**config.mk**
```make
export PLATFORM = sky130hd
export DESIGN_NAME = result_display_seq
export DESIGN_NICKNAME = d
export VERILOG_FILES = /design/src/rtl/result_display_pkg.sv /design/src/rtl/dwell_timer.sv /design/src/rtl/result_display_seq.sv
export SDC_FILE = /design/constraint.sdc
export NUM_CORES = 1
export LEC_CHECK = 0
export BUFFER_PORTS_ARGS = -buffer_cell sky130_fd_sc_hd__buf_4
export CORE_AREA = 2 2 97 99
export DETAILED_ROUTE_END_ITERATION = 16
export DIE_AREA = 0 0 99 101
export SYNTH_ARGS = -nofsm -noshare
export SYNTH_HDL_FRONTEND = slang
export SYNTH_SLANG_ARGS = --single-unit
```
**constraint.sdc**
```tcl
create_clock -name clk_i -period 3.45 [get_ports clk_i]
set_clock_uncertainty 0.1 [all_clocks]
set_input_delay 0.345 -clock clk_i [delete_from_list [all_inputs] [get_ports clk_i]]
set_output_delay 0.345 -clock clk_i [all_outputs]
set_load 0.02 [all_outputs]
```
**src/rtl/result_display_pkg.sv**
```systemverilog
// Shared types for the result display sequencer.
// Holds the two-state FSM encoding used by result_display_seq.
// No ports; imported by the top module.
package result_display_pkg;

  typedef enum logic {
    FILL    = 1'b0,
    DISPLAY = 1'b1
  } state_t;

endpackage

```
**src/rtl/dwell_timer.sv**
```systemverilog
// Dwell timer: counts enabled cycles and flags the last cycle of a dwell period.
// Ports: clk_i/reset_i (async active-high), clear_i forces count to 0 (wins over en_i),
//        en_i counts one cycle, expire_o high during the final enabled cycle of the period.
module dwell_timer #(
  parameter int cycles_p = 60000000
) (
  input  logic clk_i,
  input  logic reset_i,
  input  logic clear_i,
  input  logic en_i,
  output logic expire_o
);

  localparam int CW = (cycles_p > 1) ? $clog2(cycles_p) : 1;
  localparam logic [CW-1:0] LAST = CW'(cycles_p - 1);

  logic [CW-1:0] r_cnt;

  // Expiry is independent of clear_i so an advance landing on the final
  // cycle is seen as a single step by the parent, not two.
  assign expire_o = en_i && (r_cnt == LAST);

  always_ff @(posedge clk_i or posedge reset_i) begin
    if (reset_i) begin
      r_cnt <= '0;
    end else if (clear_i) begin
      r_cnt <= '0;
    end else if (en_i) begin
      if (r_cnt == LAST) r_cnt <= '0;
      else               r_cnt <= r_cnt + CW'(1);
    end
  end

endmodule

```
**src/rtl/result_display_seq.sv**
```systemverilog
// Result display sequencer: captures depth_p elements, then shows each for
// dwell_cycles_p cycles (advance_i skips ahead, flush_i aborts the frame).
// Ports: clk_i/reset_i (async active-high); valid_i/data_i/ready_o fill side;
//        flush_i, advance_i controls; data_o/index_o/count_o/display_o/done_o status.
// Build option: RESULT_DISPLAY_REPLAY_EN loops the frame forever instead of
// returning to FILL after the last element.
module result_display_seq
  import result_display_pkg::*;
#(
  parameter int width_p        = 8,
  parameter int depth_p        = 4,
  parameter int dwell_cycles_p = 60000000
) (
  input  logic                         clk_i,
  input  logic                         reset_i,
  input  logic                         valid_i,
  input  logic [width_p-1:0]           data_i,
  output logic                         ready_o,
  input  logic                         flush_i,
  input  logic                         advance_i,
  output logic [width_p-1:0]           data_o,
  output logic [$clog2(depth_p)-1:0]   index_o,
  output logic [$clog2(depth_p+1)-1:0] count_o,
  output logic                         display_o,
  output logic                         done_o
);

  localparam int IDX_W = $clog2(depth_p);
  localparam int CNT_W = $clog2(depth_p + 1);
  localparam logic [IDX_W-1:0] LAST_IDX = IDX_W'(depth_p - 1);
  localparam logic [CNT_W-1:0] LAST_CNT = CNT_W'(depth_p - 1);
  localparam logic [CNT_W-1:0] FULL_CNT = CNT_W'(depth_p);

  state_t             r_state;
  logic [IDX_W-1:0]   r_index;
  logic [CNT_W-1:0]   r_count;
  logic               r_done;
  logic [width_p-1:0] r_buf [depth_p];

  logic w_display;
  logic w_fill_wr;
  logic w_expire;
  logic w_step;
  logic w_clear;

  assign w_display = (r_state == DISPLAY);
  // flush_i suppresses the write so an aborted element never lands in the buffer.
  assign w_fill_wr = !w_display && valid_i && !flush_i;
  assign w_step    = w_display && (advance_i || w_expire);
  // Hold the timer at zero outside DISPLAY so every frame starts a fresh dwell.
  assign w_clear   = flush_i || !w_display || advance_i;

  dwell_timer #(
    .cycles_p (dwell_cycles_p)
  ) u_dwell (
    .clk_i    (clk_i),
    .reset_i  (reset_i),
    .clear_i  (w_clear),
    .en_i     (w_display),
    .expire_o (w_expire)
  );

  always_ff @(posedge clk_i or posedge reset_i) begin
    if (reset_i) begin
      r_state <= FILL;
      r_index <= '0;
      r_count <= '0;
      r_done  <= 1'b0;
    end else begin
      r_done <= 1'b0;
      if (flush_i) begin
        r_state <= FILL;
        r_index <= '0;
        r_count <= '0;
      end else begin
        case (r_state)
          FILL: begin
            if (valid_i) begin
              if (r_count == LAST_CNT) begin
                r_state <= DISPLAY;
                r_index <= '0;
                r_count <= FULL_CNT;
              end else begin
                r_count <= r_count + CNT_W'(1);
              end
            end
          end
          DISPLAY: begin
            if (w_step) begin
              if (r_index == LAST_IDX) begin
                r_done  <= 1'b1;
                r_index <= '0;
`ifdef RESULT_DISPLAY_REPLAY_EN
                r_state <= DISPLAY;
`else
                r_state <= FILL;
                r_count <= '0;
`endif
              end else begin
                r_index <= r_index + IDX_W'(1);
              end
            end
          end
          default: r_state <= FILL;
        endcase
      end
    end
  end

  // Buffer is never cleared; count_o alone says which entries are valid.
  always_ff @(posedge clk_i) begin
    if (w_fill_wr) r_buf[r_count[IDX_W-1:0]] <= data_i;
  end

  assign ready_o   = !w_display;
  assign display_o = w_display;
  assign data_o    = w_display ? r_buf[r_index] : '0;
  assign index_o   = r_index;
  assign count_o   = r_count;
  assign done_o    = r_done;

endmodule

```
=== After elaboration in Yosys (flattened, before gate mapping) ===
Memory sizes are Yosys's and may differ from the RTL's.
Cells that the tools add are included.

* $add $sub $neg: 3
* Eq/ne operators: 7
* Multiplexer cells: 28
* Bitwise gates (word level): 1
* Reduce and logical (&&, ||, !) cells: 12

{| class="wikitable"
|+ Operators by type and width
! kind !! number
|-
| $mux 26 || 3
|-
| $add 26x1->26 const B || 1
|-
| $eq 26x26->1 const B || 1
|-
| $mux 3 || 5
|-
| $mux 1 || 11
|-
| $mux 2 || 5
|-
| $mux 8 || 1
|-
| $ne 3x2->1 const B || 2
|-
| $ne 3x3->1 const B || 2
|-
| $pmux 3 s2 || 1
|-
| $reduce_and 3->1 || 2
|-
| $logic_and 1x1->1 || 4
|-
| $pmux 2 s2 || 1
|-
| $add 3x1->3 const B || 1
|-
| $eq 3x2->1 const B || 1
|-
| $logic_or 1x1->1 || 3
|-
| $add 2x1->2 const B || 1
|-
| $eq 2x2->1 const B || 1
|-
| $logic_not 1->1 || 2
|-
| $pmux 1 s2 || 1
|-
| $reduce_bool 2->1 || 1
|-
| $not 1->1 || 1
|}

* Register bits after elaboration: 33
* RAM bits: 32
* Bits of input ports: 13
* Output and inout port bits: 16
* Word-level logic and storage cells: 57
* Memories kept: 1

{| class="wikitable"
|+ Memory list
! name !! words !! bits a word !! read ports !! clocked after Yosys merged registers in !! wr ports !! RTL line !! text
|-
| r_buf || 4 || 8 || 1 || 0 || 1 || result_display_seq.sv:38 || <nowiki>logic [width_p-1:0] r_buf [depth_p];</nowiki>
|}

=== Logic depth before layout (Yosys ltp) ===
* Word-level depth: 7
* Depth in mapped cells: 8
* Mapped depth without buffers: 6

=== Modules after synthesis ===
From an unflattened synthesis, not the netlist that was laid out.

* Cell total of the unflattened synthesis: 270
* Area, all modules: 3,305.7 µm²

{| class="wikitable"
|+ Modules (own cells, without submodules)
! module !! instances !! cells each !! area each (µm²) !! seq. area each (µm²)
|-
| result_display_seq || 1 || 95 || 1,656.6 || 1,136.1
|-
| dwell_timer || 1 || 175 || 1,649.1 || 650.6
|}

=== Least setup slack after synthesis ===
OpenSTA, ideal clock, no wires.

* Path type: register to register
* From: register u_dwell.r_cnt[0]
* To: register u_dwell.r_cnt[24]
* Library setup time: 69 ps
* Arrival: 1,949 ps
* Required time: 3,281 ps
* Path slack: 1,332 ps
* Stages on the path, launching flop included: 9
* Path buffers: 2
* Clock period less this slack: 2,118 ps
* Cell sequence: dfrtp_1 -> ha_1 -> and4_4 -> and2_4 -> a41o_2 -> or3_1 -> buf_6 -> buf_12 -> nor2_4

* Word-level cells in the longest chain between the ends: 4
* Elaborated cells on any way between the ends: 5
* Those cells by class: add/sub (1); eq/ne (1); mux (3)

{| class="wikitable"
|+ RTL lines
! what !! RTL line !! text
|-
| start: declaration || dwell_timer.sv:17 || <nowiki>logic [CW-1:0] r_cnt;</nowiki>
|-
| start signal: assignment || dwell_timer.sv:30 || <nowiki>else r_cnt <= r_cnt + CW'(1);</nowiki>
|-
| $add 26x1->26 / $eq 26x26->1 (equally long branches) || dwell_timer.sv:30, dwell_timer.sv:29 ||
|-
| $mux 26 (*) || dwell_timer.sv:29 || <nowiki>if (r_cnt == LAST) r_cnt <= '0;</nowiki>
|-
| $mux 26 (*) || dwell_timer.sv:28 || <nowiki>end else if (en_i) begin</nowiki>
|-
| $mux 26 (*) || dwell_timer.sv:26 || <nowiki>end else if (clear_i) begin</nowiki>
|}

Every way passes the cells marked *; elsewhere a longest branch is shown, timed or not. The select of a mux whose other input is x is not followed.
A chain may end at the register's enable or synchronous reset.

=== Worst setup path after layout ===
* From: register r_index[0], in the netlist index_o[0]
* To: output port data_o[7]

* Word-level cells in the longest chain between the ends: 2

{| class="wikitable"
|+ RTL lines
! what !! RTL line !! text
|-
| start: declaration || result_display_seq.sv:35 || <nowiki>logic [IDX_W-1:0] r_index;</nowiki>
|-
| start signal: assignment || result_display_seq.sv:100 || <nowiki>r_index <= r_index + IDX_W'(1);</nowiki>
|-
| $mem_v2 4x8 || -- ||
|-
| $mux 8 || result_display_seq.sv:117 || <nowiki>assign data_o = w_display ? r_buf[r_index] : '0;</nowiki>
|-
| end: declaration || result_display_seq.sv:21 || <nowiki>output logic [width_p-1:0] data_o,</nowiki>
|}

Every way passes these cells.

==> metrics.csv <==
stage,metric,value,unit
synth,syn_avg_cell_area,12.7,um2
power,leakage,1.32,nW
synth,synthTopCellsByCount,"33 x dfrtp_1, 32 x edfxtp_1, 22 x nor2_1",
synth,ys_types,37,
routing,vias,1869,
floorplan,num_rows,35,
min_path,hp-class,in -> reg,
status,status,"finished, final reports clean",
synth,ys_ff_latch,65,
sta,period_minus_slack,2.47,ns
synth,yosys-top-cells-area,"edfxtp_1 32%, dfrtp_1 27%, mux4_2 5.9%",
sta,hold_viol,0,
global_route,grt_usage,11.8,%
worst_setup_path,r2r_slack,1.21,ns
finish,final_cells,386,
cts,clk_pin_slew_worst_paths,0.08,ns
placed_design,gp_congestion,0.744,
flow_run,drv_cap,0,
finish,drive_gt1_share,25.5,%
cts,clk_latency,0.35,ns
routing,drc,0,
sta,setup_viol,0,
sta,rsz0062_at_grt,false,
sta,setup_tns,0,ns
min_path,hold_start,data_i[1],
finish,final_area,0.00354,mm2
power,total_power,1.54,mW
power,powerDensity,435,mW/mm2
worst_setup_path,cp-start-kind,register,
cts,cts-htree-levels,3,
min_path,holdPathEnd,r_buf[2][1],
synth,syn-cell-area,0.00303,mm2
sta,relSlewSlack,54.8,%
worst_setup_path,reg2reg_to,u_dwell.r_cnt[7],
routing,ant_nets,0,
synth,yosys.area.top_type,edfxtp_1,
finish,area_delta_synth_final,16.7,%
worst_setup_path,setup.worst_path.start,index_o[0],
synth,async_reset_ff_share,50.8,%
floorplan,start_util,33.8,%
placed_design,place_area,0.00333,mm2
floorplan,die_h,101,um
cts,cts_resized,0,
routing,drt_iter0_drc,83,
cts,cts_setup_buffers,0,
sta,finalCritPeriodShare,71.5,%
floorplan,core-area,0.00898,mm2
cts,cts_max_path_buffers,2,
global_route,grt_overflow,0,
power,peakVddDrop,0.000158,V
worst_setup_path,setup.worst_path.class,reg -> out,
placed_design,portBuffers,28,
synth,syn-num-nets,258,
routing,wl_per_cell,13.9,um
global_route,use_met3,3.12,%
floorplan,ioPinCount,29,
routing,drt-pass1-iter-count,4,
synth,yosysSeqAreaShare,58.9,%
worst_setup_path,cp.required,3.00,ns
placed_design,place_hpwl,3.67,mm
cts,cts_num_sinks,65,
global_route,grt_max_degree,34,
synth,synth_top_area_share,31.7,%
global_route,grt_pass1_wl,9.20,mm
cts,cts-root-buf,clkbuf_8,
floorplan,dieArea,0.0100,mm2
worst_setup_path,rr_worst_depth,7,
worst_setup_path,end_kind,primary output,
global_route,grtUsageMet1,15.2,%
cts,cts_tree,built,
global_route,antenna_found_initial,0,
finish,n_fill_cell,835,
worst_setup_path,arrival,2.02,ns
sta,max_freq,405,MHz
synth,ys_warn_count,0,
sta,slew_violations,0,
placed_design,dp_cells,369,
worst_setup_path,critPathMaxStageDelay,0.78,ns
finish,final-seq-area,0.00179,mm2
synth,ys.flop_type,dfrtp_1,
routing,wl,5.38,mm
floorplan,fp.dieW,99,um
synth,synthCells,238,
global_route,grtUsageMet2,18.7,%
synth,synth.most_common_cell,dfrtp_1,
global_route,grt.busiest_layer,met2,
routing,drt-vias-per-instance,4.84,
worst_setup_path,timing.rr.start,u_dwell.r_cnt[0],
finish,fin_nets,290,
synth,synth_edf_count,32,
worst_setup_path,crit_chain,mux4_2 > and2_1 > buf_4,
finish,multi_input_area,0.00114,mm2
cts,cts_buffers,9,
finish,n_antenna_cell,0,
sta,tightest_slew,0.678,ns
min_path,hold_depth,1,
worst_setup_path,slowest_stage,dfrtp_1,
worst_setup_path,crit_path_max_fanout,13,
global_route,grt_pass1_vias,1909,
layout by cell type (no fill, tap or decap), drive strengths merged, types with 2 or more instances in the layout:
cell,count
nand2,17
edfxtp,32
nand3,12
nor4,5
nand4,2
a21oi,2
a31oi,2
mux4,8
dfrtp,33
and2,10
xor2,7
buf,30
or2,2
ha,7
inv,11
nor2,32
nor3,11
clkinv,4
and3,10
xnor2,17
clkbuf,9
cell families (layout without fill, tap and decap cells):
kind of cell | count (synthesis) | after routing | synth area share [%]
mux | 9 | 9 | 6.27
xor+xnor | 24 | 24 | 6.93
flops | 65 | 65 | 58.9
fa+ha+maj | 7 | 7 | 2.89
compound gates | 8 | 8 | 1.90
buf+inv | 19 | 56 | 3.42
simple gates | 106 | 106 | 19.7
cell type report:
| cell class | count | area share (%) |
|---|---|---|
| Sequential cell | 65 | 50.5 |
| Tap cell | 111 | 3.93 |
| Clock buffer | 9 | 3.50 |
| Timing Repair Buffer | 31 | 6.65 |
| Inverter | 9 | 0.955 |
| Clock inverter | 7 | 2.19 |
| Multi-Input combinational cell | 154 | 32.3 |
per-stage QoR:
| step | hold WS [ns] | worst slack [ns] | util [%] |
|---|---|---|---|
| global route | 0.0803 | 0.836 | 39.4 |
| floorplan | 0.344 | 1.33 | - |
| detailed placement | 0.371 | 1.22 | 37.1 |
| global placement | 0.365 | 1.28 | 37.1 |
| finish | 0.0936 | 0.982 | 39.4 |
| CTS | 0.0810 | 0.935 | 39.4 |
state kept, by name, summed over array words and instances (netlist names):
| name | flops |
|---|---|
| display_o | 1 |
| done_o | 1 |
| count_o | 3 |
| r_buf | 32 |
| u_dwell.r_cnt | 26 |
| index_o | 2 |
routing by layer:
metal | wire length (um) | vias to the layer above
met5 | 0 | -
met1 | 2460 | 927
met4 | 115 | 0
met3 | 216 | 11
met2 | 2580 | 33
li1 | - | 898
timing repair:
action,in CTS,in global routing
hold buffers,1,0
endpoints found under the setup margin,0,0
endpoints found under the hold margin,10,0
critical path: cells and delay by family (launching register included):
kind,cells,cell delay (ns)
and+or+nand+nor,1,0.17
DFF,1,0.78
muxes,1,0.58
buffers and inverters,1,0.15
worst max-delay path by stage:
stage	endpoint	slack, ns	cells after the start
final	data_o[7]	0.98	3
after global placement	u_dwell.r_cnt[7]	1.28	7
after global routing	data_o[0]	0.84	3
after detailed placement	u_dwell.r_cnt[7]	1.22	7
after floorplan	u_dwell.r_cnt[24]	1.33	8
after CTS	data_o[3]	0.93	3
power by group:
group | internal [mW] | switching, mW | total (mW) | leakage (nW)
registers | 0.826 | 0.00599 | 0.832 | 0.751
logic | 0.0252 | 0.0345 | 0.0597 | 0.464
clock network | 0.339 | 0.309 | 0.649 | 0.102
Power figures use the tool's default switching activity.
